## src/rtl/alu_pkg.sv

```systemverilog
// Shared integer-ALU definitions: R-type funct codes and the mult/div sequencer types.
package alu_pkg;

  localparam logic [5:0] FUNCT_SLL  = 6'h00;
  localparam logic [5:0] FUNCT_SRL  = 6'h02;
  localparam logic [5:0] FUNCT_SRA  = 6'h03;
  localparam logic [5:0] FUNCT_MFHI = 6'h10;
  localparam logic [5:0] FUNCT_MTHI = 6'h11;
  localparam logic [5:0] FUNCT_MFLO = 6'h12;
  localparam logic [5:0] FUNCT_MTLO = 6'h13;
  localparam logic [5:0] FUNCT_MULT = 6'h18;
  localparam logic [5:0] FUNCT_DIV  = 6'h1A;
  localparam logic [5:0] FUNCT_ADD  = 6'h20;
  localparam logic [5:0] FUNCT_ADDU = 6'h21;
  localparam logic [5:0] FUNCT_SUB  = 6'h22;
  localparam logic [5:0] FUNCT_SUBU = 6'h23;
  localparam logic [5:0] FUNCT_AND  = 6'h24;
  localparam logic [5:0] FUNCT_OR   = 6'h25;
  localparam logic [5:0] FUNCT_XOR  = 6'h26;
  localparam logic [5:0] FUNCT_NOR  = 6'h27;
  localparam logic [5:0] FUNCT_SLT  = 6'h2A;
  localparam logic [5:0] FUNCT_SLTU = 6'h2B;

  typedef enum logic [1:0] {IDLE, MUL, DIV, DONE} md_state_e;
  typedef enum logic {MODE_MUL, MODE_DIV} md_mode_e;

endpackage

```

## src/rtl/muldiv_step.sv

```systemverilog
// One BPC-bit iteration of unsigned shift-add multiply or restoring divide.
module muldiv_step
  import alu_pkg::*;
#(
  parameter int WIDTH = 32,
  parameter int BPC   = 1
) (
  input  md_mode_e          mode,
  input  logic [WIDTH-1:0]  hw,
  input  logic [WIDTH-1:0]  lw,
  input  logic [WIDTH-1:0]  opd,
  output logic [WIDTH-1:0]  hw_n,
  output logic [WIDTH-1:0]  lw_n
);

  // Multiply: {hw,lw} is {accumulator, multiplier}, shifted right each bit.
  // Divide:   hw is the partial remainder, lw the dividend/quotient shifted left.
  logic [WIDTH:0] t;

  always_comb begin
    hw_n = hw;
    lw_n = lw;
    t    = '0;
    for (int i = 0; i < BPC; i++) begin
      if (mode == MODE_MUL) begin
        t    = {1'b0, hw_n} + (lw_n[0] ? {1'b0, opd} : '0);
        lw_n = {t[0], lw_n[WIDTH-1:1]};
        hw_n = t[WIDTH:1];
      end else begin
        t    = {hw_n, lw_n[WIDTH-1]};
        lw_n = {lw_n[WIDTH-2:0], 1'b0};
        if (t >= {1'b0, opd}) begin
          t       = t - {1'b0, opd};
          lw_n[0] = 1'b1;
        end
        hw_n = t[WIDTH-1:0];
      end
    end
  end

endmodule

```

## src/rtl/muldiv_seq.sv

```systemverilog
// Iterative mult/div sequencer owning the architectural HI/LO pair.
module muldiv_seq
  import alu_pkg::*;
#(
  parameter int WIDTH = 32,
  parameter int BPC   = 1
) (
  input  logic             clk,
  input  logic             rst_n,
  input  logic             req_valid,
  output logic             req_ready,
  input  logic [5:0]       req_funct,
  input  logic [WIDTH-1:0] req_a,
  input  logic [WIDTH-1:0] req_b,
  input  logic             flush,
  output logic             busy,
  output logic             done,
  output logic [WIDTH-1:0] hi,
  output logic [WIDTH-1:0] lo
);

  localparam int N  = WIDTH / BPC;
  localparam int CW = (N > 1) ? $clog2(N) : 1;

  md_state_e        state;
  logic [CW-1:0]    cnt;
  logic [WIDTH-1:0] hw, lw, opd;
  logic [WIDTH-1:0] hw_n, lw_n;

  assign req_ready = (state == IDLE) || (state == DONE);

  muldiv_step #(.WIDTH(WIDTH), .BPC(BPC)) u_step (
    .mode (state == DIV ? MODE_DIV : MODE_MUL),
    .hw   (hw),
    .lw   (lw),
    .opd  (opd),
    .hw_n (hw_n),
    .lw_n (lw_n)
  );

  always_ff @(posedge clk or negedge rst_n) begin
    if (!rst_n) begin
      state <= IDLE;
      cnt   <= '0;
      hw    <= '0;
      lw    <= '0;
      opd   <= '0;
      hi    <= '0;
      lo    <= '0;
      busy  <= 1'b0;
      done  <= 1'b0;
    end else begin
      done <= 1'b0;
      case (state)
        IDLE, DONE: begin
          state <= IDLE;
          if (req_valid) begin
            case (req_funct)
              FUNCT_MULT: begin
                state <= MUL;
                busy  <= 1'b1;
                cnt   <= '0;
                hw    <= '0;
                lw    <= req_b;
                opd   <= req_a;
              end
              FUNCT_DIV: begin
                if (req_b == '0) begin
                  // Divide by zero skips iteration and commits a fixed result.
                  state <= DONE;
                  done  <= 1'b1;
                  hi    <= req_a;
                  lo    <= '1;
                end else begin
                  state <= DIV;
                  busy  <= 1'b1;
                  cnt   <= '0;
                  hw    <= '0;
                  lw    <= req_a;
                  opd   <= req_b;
                end
              end
              FUNCT_MTHI: hi <= req_a;
              FUNCT_MTLO: lo <= req_a;
              default: ;
            endcase
          end
        end
        MUL, DIV: begin
          if (flush) begin
            state <= IDLE;
            busy  <= 1'b0;
            cnt   <= '0;
          end else begin
            hw  <= hw_n;
            lw  <= lw_n;
            cnt <= cnt + 1'b1;
            if (cnt == CW'(N - 1)) begin
              // Both modes leave the high half / remainder in hw, low half / quotient in lw.
              state <= DONE;
              busy  <= 1'b0;
              done  <= 1'b1;
              cnt   <= '0;
              hi    <= hw_n;
              lo    <= lw_n;
            end
          end
        end
        default: state <= IDLE;
      endcase
    end
  end

endmodule

```

## config.mk

```make
export PLATFORM = sky130hd
export DESIGN_NAME = muldiv_seq
export DESIGN_NICKNAME = d
export VERILOG_FILES = /design/src/rtl/alu_pkg.sv /design/src/rtl/muldiv_step.sv /design/src/rtl/muldiv_seq.sv
export SDC_FILE = /design/constraint.sdc
export NUM_CORES = 1
export LEC_CHECK = 0
export CELL_PAD_IN_SITES_DETAIL_PLACEMENT = 1
export CELL_PAD_IN_SITES_GLOBAL_PLACEMENT = 1
export CORE_MARGIN = 2
export CORE_UTILIZATION = 47
export DETAILED_ROUTE_END_ITERATION = 10
export PLACE_DENSITY_LB_ADDON = 0.1
export SLEW_MARGIN = 40
export SYNTH_ARGS = -nofsm -noshare
export SYNTH_HDL_FRONTEND = slang
export SYNTH_HIERARCHICAL = 1
export SYNTH_SLANG_ARGS = --single-unit
```

## constraint.sdc

```tcl
create_clock -name clk -period 6.9 [get_ports clk]
set_input_delay 1.035 -clock clk [delete_from_list [all_inputs] [get_ports clk]]
set_output_delay 1.035 -clock clk [all_outputs]
set_load 0.005 [all_outputs]
```

Yosys cells after proc, flatten, opt, wreduce, memory -nomap -nowiden:

Index checks and enable logic that the tools add are counted.

* bits in registers: 169
* output and inout port bits: 67
* word-level logic and storage cells: 97

* add/subtract/negate cells: 3
* $lt $le $gt $ge: 1
* equal/unequal tests: 18
* multiplexer cells: 54
* reduce and logical (&&, ||, !) cells: 12

Operators with widths (number)
* 32-bit two-way mux: 19
* 32-bit case mux with 2 select lines: 9
* 32-bit by 32-bit adder with 33-bit output: 1
* 33-bit by 32-bit greater-or-equal comparator with 1-bit output: 1
* 32-bit logical NOT: 1
* 32-bit subtractor: 1
* 6-bit by 5-bit == test with 1-bit output, second input constant: 4
* 5-bit two-way mux: 4
* 5-bit case mux with 2 select lines: 2
* 1-bit two-way mux: 12
* 4-bit AND reduction: 3
* 5-bit AND reduction: 2
* 3-bit by 1-bit != test with 1-bit output, second input constant: 3
* 3-bit != test, second input constant: 3
* 2-bit != test, second input constant: 4
* 2-bit case mux with 2 select lines: 2
* 2-bit two-way mux: 3
* 1-bit case mux with 2 select lines: 3
* 5-bit by 1-bit adder with 5-bit output, second input constant: 1
* 5-bit == test, second input constant: 1
* 2-bit == test, second input constant: 2
* 2-bit OR reduction: 2
* 3-bit AND reduction: 1
* 2-bit by 1-bit == test with 1-bit output, second input constant: 1
* other kinds (3): 3

Logic depth before layout (Yosys ltp):

* depth after elaboration: 6
* gate-level depth with buffers: 16
* gate-level depth less buffers: 14

By module:

Netlist, hierarchy kept.

Modules (own cells, without submodules)
* muldiv_seq: instances 1, cells each 889, area each 8251.7 µm², sequential area each 4229.1 µm²
* muldiv_step: instances 1, cells each 673, area each 4615.7 µm², sequential area each 0.0 µm²

Least setup slack after synthesis:

Ideal clock, no wire load.

* kind: register to register
* from: register hw[8]
* to: register hi[22]
* data arrival time: 3.189 ns
* required time: 6.765 ns
* path slack: 3.577 ns
* cell stages (with the launch flop): 15
* path buffers: 2
* cells stage by stage: dfrtp_1 > ha_1 > and3_1 > nand4_1 > a21o_1 > a211o_1 > a2111o_1 > a211oi_4 > nor2_1 > buf_6 > clkbuf_1 > a21oi_1 > a22oi_1 > a22oi_1 > o211ai_1

* longest elaborated chain between the ends: 6
* elaborated cells on any way between the ends: 8
* classes of those cells: add/sub: 2; order compare: 1; mux: 5

Ends and longest elaborated chain
* start: declaration: RTL line muldiv_seq.sv:27 `logic [WIDTH-1:0] hw, lw, opd;`
* start signal: assignment: RTL line muldiv_seq.sv:95 `hw <= hw_n;`
* 32-bit subtractor / 33-bit by 32-bit greater-or-equal comparator with 1-bit output (equally long branches): RTL line muldiv_step.sv:33, muldiv_step.sv:32
* 32-bit two-way mux: RTL line muldiv_step.sv:32 `if (t >= {1'b0, opd}) begin`
* 32-bit two-way mux (*): RTL line muldiv_step.sv:25 `if (mode == MODE_MUL) begin`
* via hw_n[22]: RTL line muldiv_seq.sv:28 `logic [WIDTH-1:0] hw_n, lw_n;`
* 32-bit two-way mux (*): RTL line muldiv_seq.sv:98 `if (cnt == CW'(N - 1)) begin`
* 32-bit two-way mux (*): RTL line muldiv_seq.sv:90 `if (flush) begin`
* 32-bit case mux with 2 select lines (*): RTL line muldiv_seq.sv:54 `case (state)`
* end signal: assignment: RTL line muldiv_seq.sv:72 `hi <= req_a;`
* end signal: assignment: RTL line muldiv_seq.sv:83 `FUNCT_MTHI: hi <= req_a;`
* end signal: assignment: RTL line muldiv_seq.sv:104 `hi <= hw_n;`
* end: declaration: RTL line muldiv_seq.sv:18 `output logic [WIDTH-1:0] hi,`

The timed path passes the listed nets; every way through them passes the cells marked *. The select of a mux whose other input is x is not followed.
A chain may end at the register's enable or synchronous reset.

Worst setup path after layout:

* from: register hw[2]
* to: register hi[7]

The elaborated chain is that of the path after synthesis.

==> reports/results.tsv <==
metric	value	unit
Post-synth EDFFs	0	
total setup violations reported at the end of the flow	0	
Final Hold Vio Count	0	
PnR Total Power	3.829	mW
IO Port Bufs	140	
Root Driver	clkbuf_16	
Worst-Skew Late Latency	440	ps
flip-flop and latch count after synthesis	169	
syn avg cell area	8.238	um2
hold_buf cts	0	
Layout Cell Area excl Fill	15130	um2
Die Wd	169.5	um
async set-or-reset flop fraction in the synthesized netlist	100.0	%
top_reg_cell synth	dfrtp_1	
Setup Skew	21.16	ps
R2R depth	13	
Setup TNS	0	ps
antenna violations before repair	0	
first-pass GRT wire length	70410	um
M2 GR Usage	46.96	%
Die Area	28720	um2
sequential area share after synthesis	32.87	%
FILL cells	3240	
worst slack at placement	2388	ps
Pwr per Cell Area	253.1	nW/um2
Reg-to-Reg Start	hw[2]$_DFFE_PN0P_	
Req. time, crit path	7240	ps
All-Layer GR Usage	31.01	%
first-pass iteration count of the detailed router	5	
post-route setup slack	2607	ps
syn_nets	1705	
met3 GRT Util	4.618	%
# diodes	0	
Post-DRT Antenna Nets	0	
Startpoint Class	flip-flop	
worst-case vdd ir drop	0.1746	mV
most instantiated cells after synthesis	nand2_1 (277), dfrtp_1 (169), o21ai_0 (115)	
RSZ-0062 raised after global routing	false	
HP Class	in2async	
Warnings, synthesis	6	
CP endpoint kind	flip-flop	
Detail Placement HPWL	32650	um
Layout area overhead	17.55	%
Routed WL	44450	um
synthesized cell area	12870	um2
top-count cell post-synth	nand2_1	
clock sinks	169	
Finished Layout Cells	1986	
via density per instance	6.266	
WHS	456.4	ps
distinct cell type count of the synthesized netlist	64	
layout cells sized above 1	6.444	%
min Tclk post-route	4293	ps
Core Area	26950	um2
vias in the first global route	12350	
total grt overflow	0	
Slew Limit Fails	0	
P_leak	6.712	nW
fin crit share	62.21	%
Fmax	233.0	MHz
placed insts	1952	
GRT Max-Usage Layer	met1	
storage element area	4230	um2
Synth top area share	32.87	%
CTS tree	done	
CTS Buf Count	17	
dpl cell area	14480	um2
post-CTS resize count	0	
pin count of the biggest net entering global routing	105	
Residual DRC	0	
H-tree levels	4	
flop-to-flop setup slack	2610	ps
# IOs	141	
Iter 0 DRT Violations	931	
area of the multi-input gates	8031	um2
Vias	12440	
Row Count	60	
initial core utilization	47.74	%
CP Max Fanout	28	
status	finished, final reports clean	
clock slew at the register clock pins of the worst setup and hold paths	80	ps
Die Ht	169.5	um
Worst Path Arrival	4630	ps
max_cap viols	0	
CP Class	reg2reg	
gpl congestion	0.8760	
CTS max path bufs	2	
R2R Path End	hi[7]$_DFFE_PN0P_	
leading area contributor after synthesis	dfrtp_1	
nets	1775	
Finished Core Util	56.12	%
Area contributors post-synth	dfrtp_1 (33%), nand2_1 (8.1%), ha_1 (6.5%)	
postcts setup bufs	0	
Slew HR	45.27	%
drt wl/cell	22.38	um
GR Layer Usage met1	47.35	%
Cells after Synth	1562	
Worst-Margin Slew	820.9	ps
==> how the worst max path moves through the flow <==
stage / start / to / slack [ps] / cells past startpoint
after floorplan: hw[8]$_DFFE_PN0P_ / hi[22]$_DFFE_PN0P_ / 3580 / 14
after global placement: req_b[19] / lo[26]$_DFFE_PN0P_ / 2450 / 8
after detailed placement: req_b[19] / lo[8]$_DFFE_PN0P_ / 2390 / 8
after CTS: hw[2]$_DFFE_PN0P_ / hi[7]$_DFFE_PN0P_ / 2730 / 13
after global routing: lw[0]$_DFFE_PN0P_ / hi[31]$_DFFE_PN0P_ / 2450 / 14
final: hw[2]$_DFFE_PN0P_ / hi[7]$_DFFE_PN0P_ / 2610 / 13
==> layout make-up <==
class,instances,area share [%]
tap,341,2.821
inverter,51,1.266
timing repair buffer,160,10.90
sequential,169,27.97
clock buffer,20,3.085
clock inverter,12,0.8603
multi-input combinational,1233,53.10
==> flip-flops by register name, indices dropped and copies added, names as in the netlist <==
signal / flops
busy: 1
state: 2
done: 1
hi: 32
lo: 32
lw: 32
cnt: 5
hw: 32
opd: 32
==> worst max-delay path: stages (launching register included) <==
cell and delay (ps):
dfrtp_1 420, ha_1 410, nand3_1 200, o21bai_1 270, a21o_1 220, a211o_1 320
a2111o_1 420, a211oi_4 390, nor2_4 180, buf_4 340, mux2i_1 170, o21ai_0 510
a22oi_1 190, o211ai_1 140
==> cell families (layout without fill, tap and decap cells) <==
family	Yosys count	after routing	share of synthesized area (%)
AND/OR/NAND/NOR	518	518	18.10
AO/OA/AOI/OAI	466	466	22.92
flip-flops	169	169	32.87
buffers and inverters	160	243	5.183
multiplexers	126	126	10.43
adder cells (fa/ha/maj)	69	69	6.826
XOR/XNOR	54	54	3.676
==> routing by layer <==
layer	routed length, um	share of wire, %
met1	21930	49
met5	0	0
met4	513	1.2
met2	19570	44
met3	2443	5.5
==> where the power goes <==
part / switching, mW / leakage [nW] / internal [mW]
Sequential: 0.208 / 2.16 / 1.20
Combinational: 0.755 / 4.27 / 0.690
Clock: 0.442 / 0.292 / 0.539
Total: 1.40 / 6.71 / 2.42
==> cells in the final DEF (no fill, tap or decap), types with 12 or more instances in the layout <==
cell type	instances
nand4_1	46
ha_1	66
xor2_1	22
a31oi_1	46
a21oi_1	78
o22ai_1	65
o211ai_1	34
nand3_1	20
mux2_2	34
a22oi_1	36
xnor2_1	32
o21ai_0	114
inv_1	50
clkdlybuf4s50_1	139
buf_4	12
nor2_1	75
nand2_1	277
mux2_1	31
nor3_1	16
and2_1	34
a21o_1	32
dfrtp_1	168
mux2i_1	61
clkbuf_16	17
No activity file was read; power rests on OpenSTA's default activity.
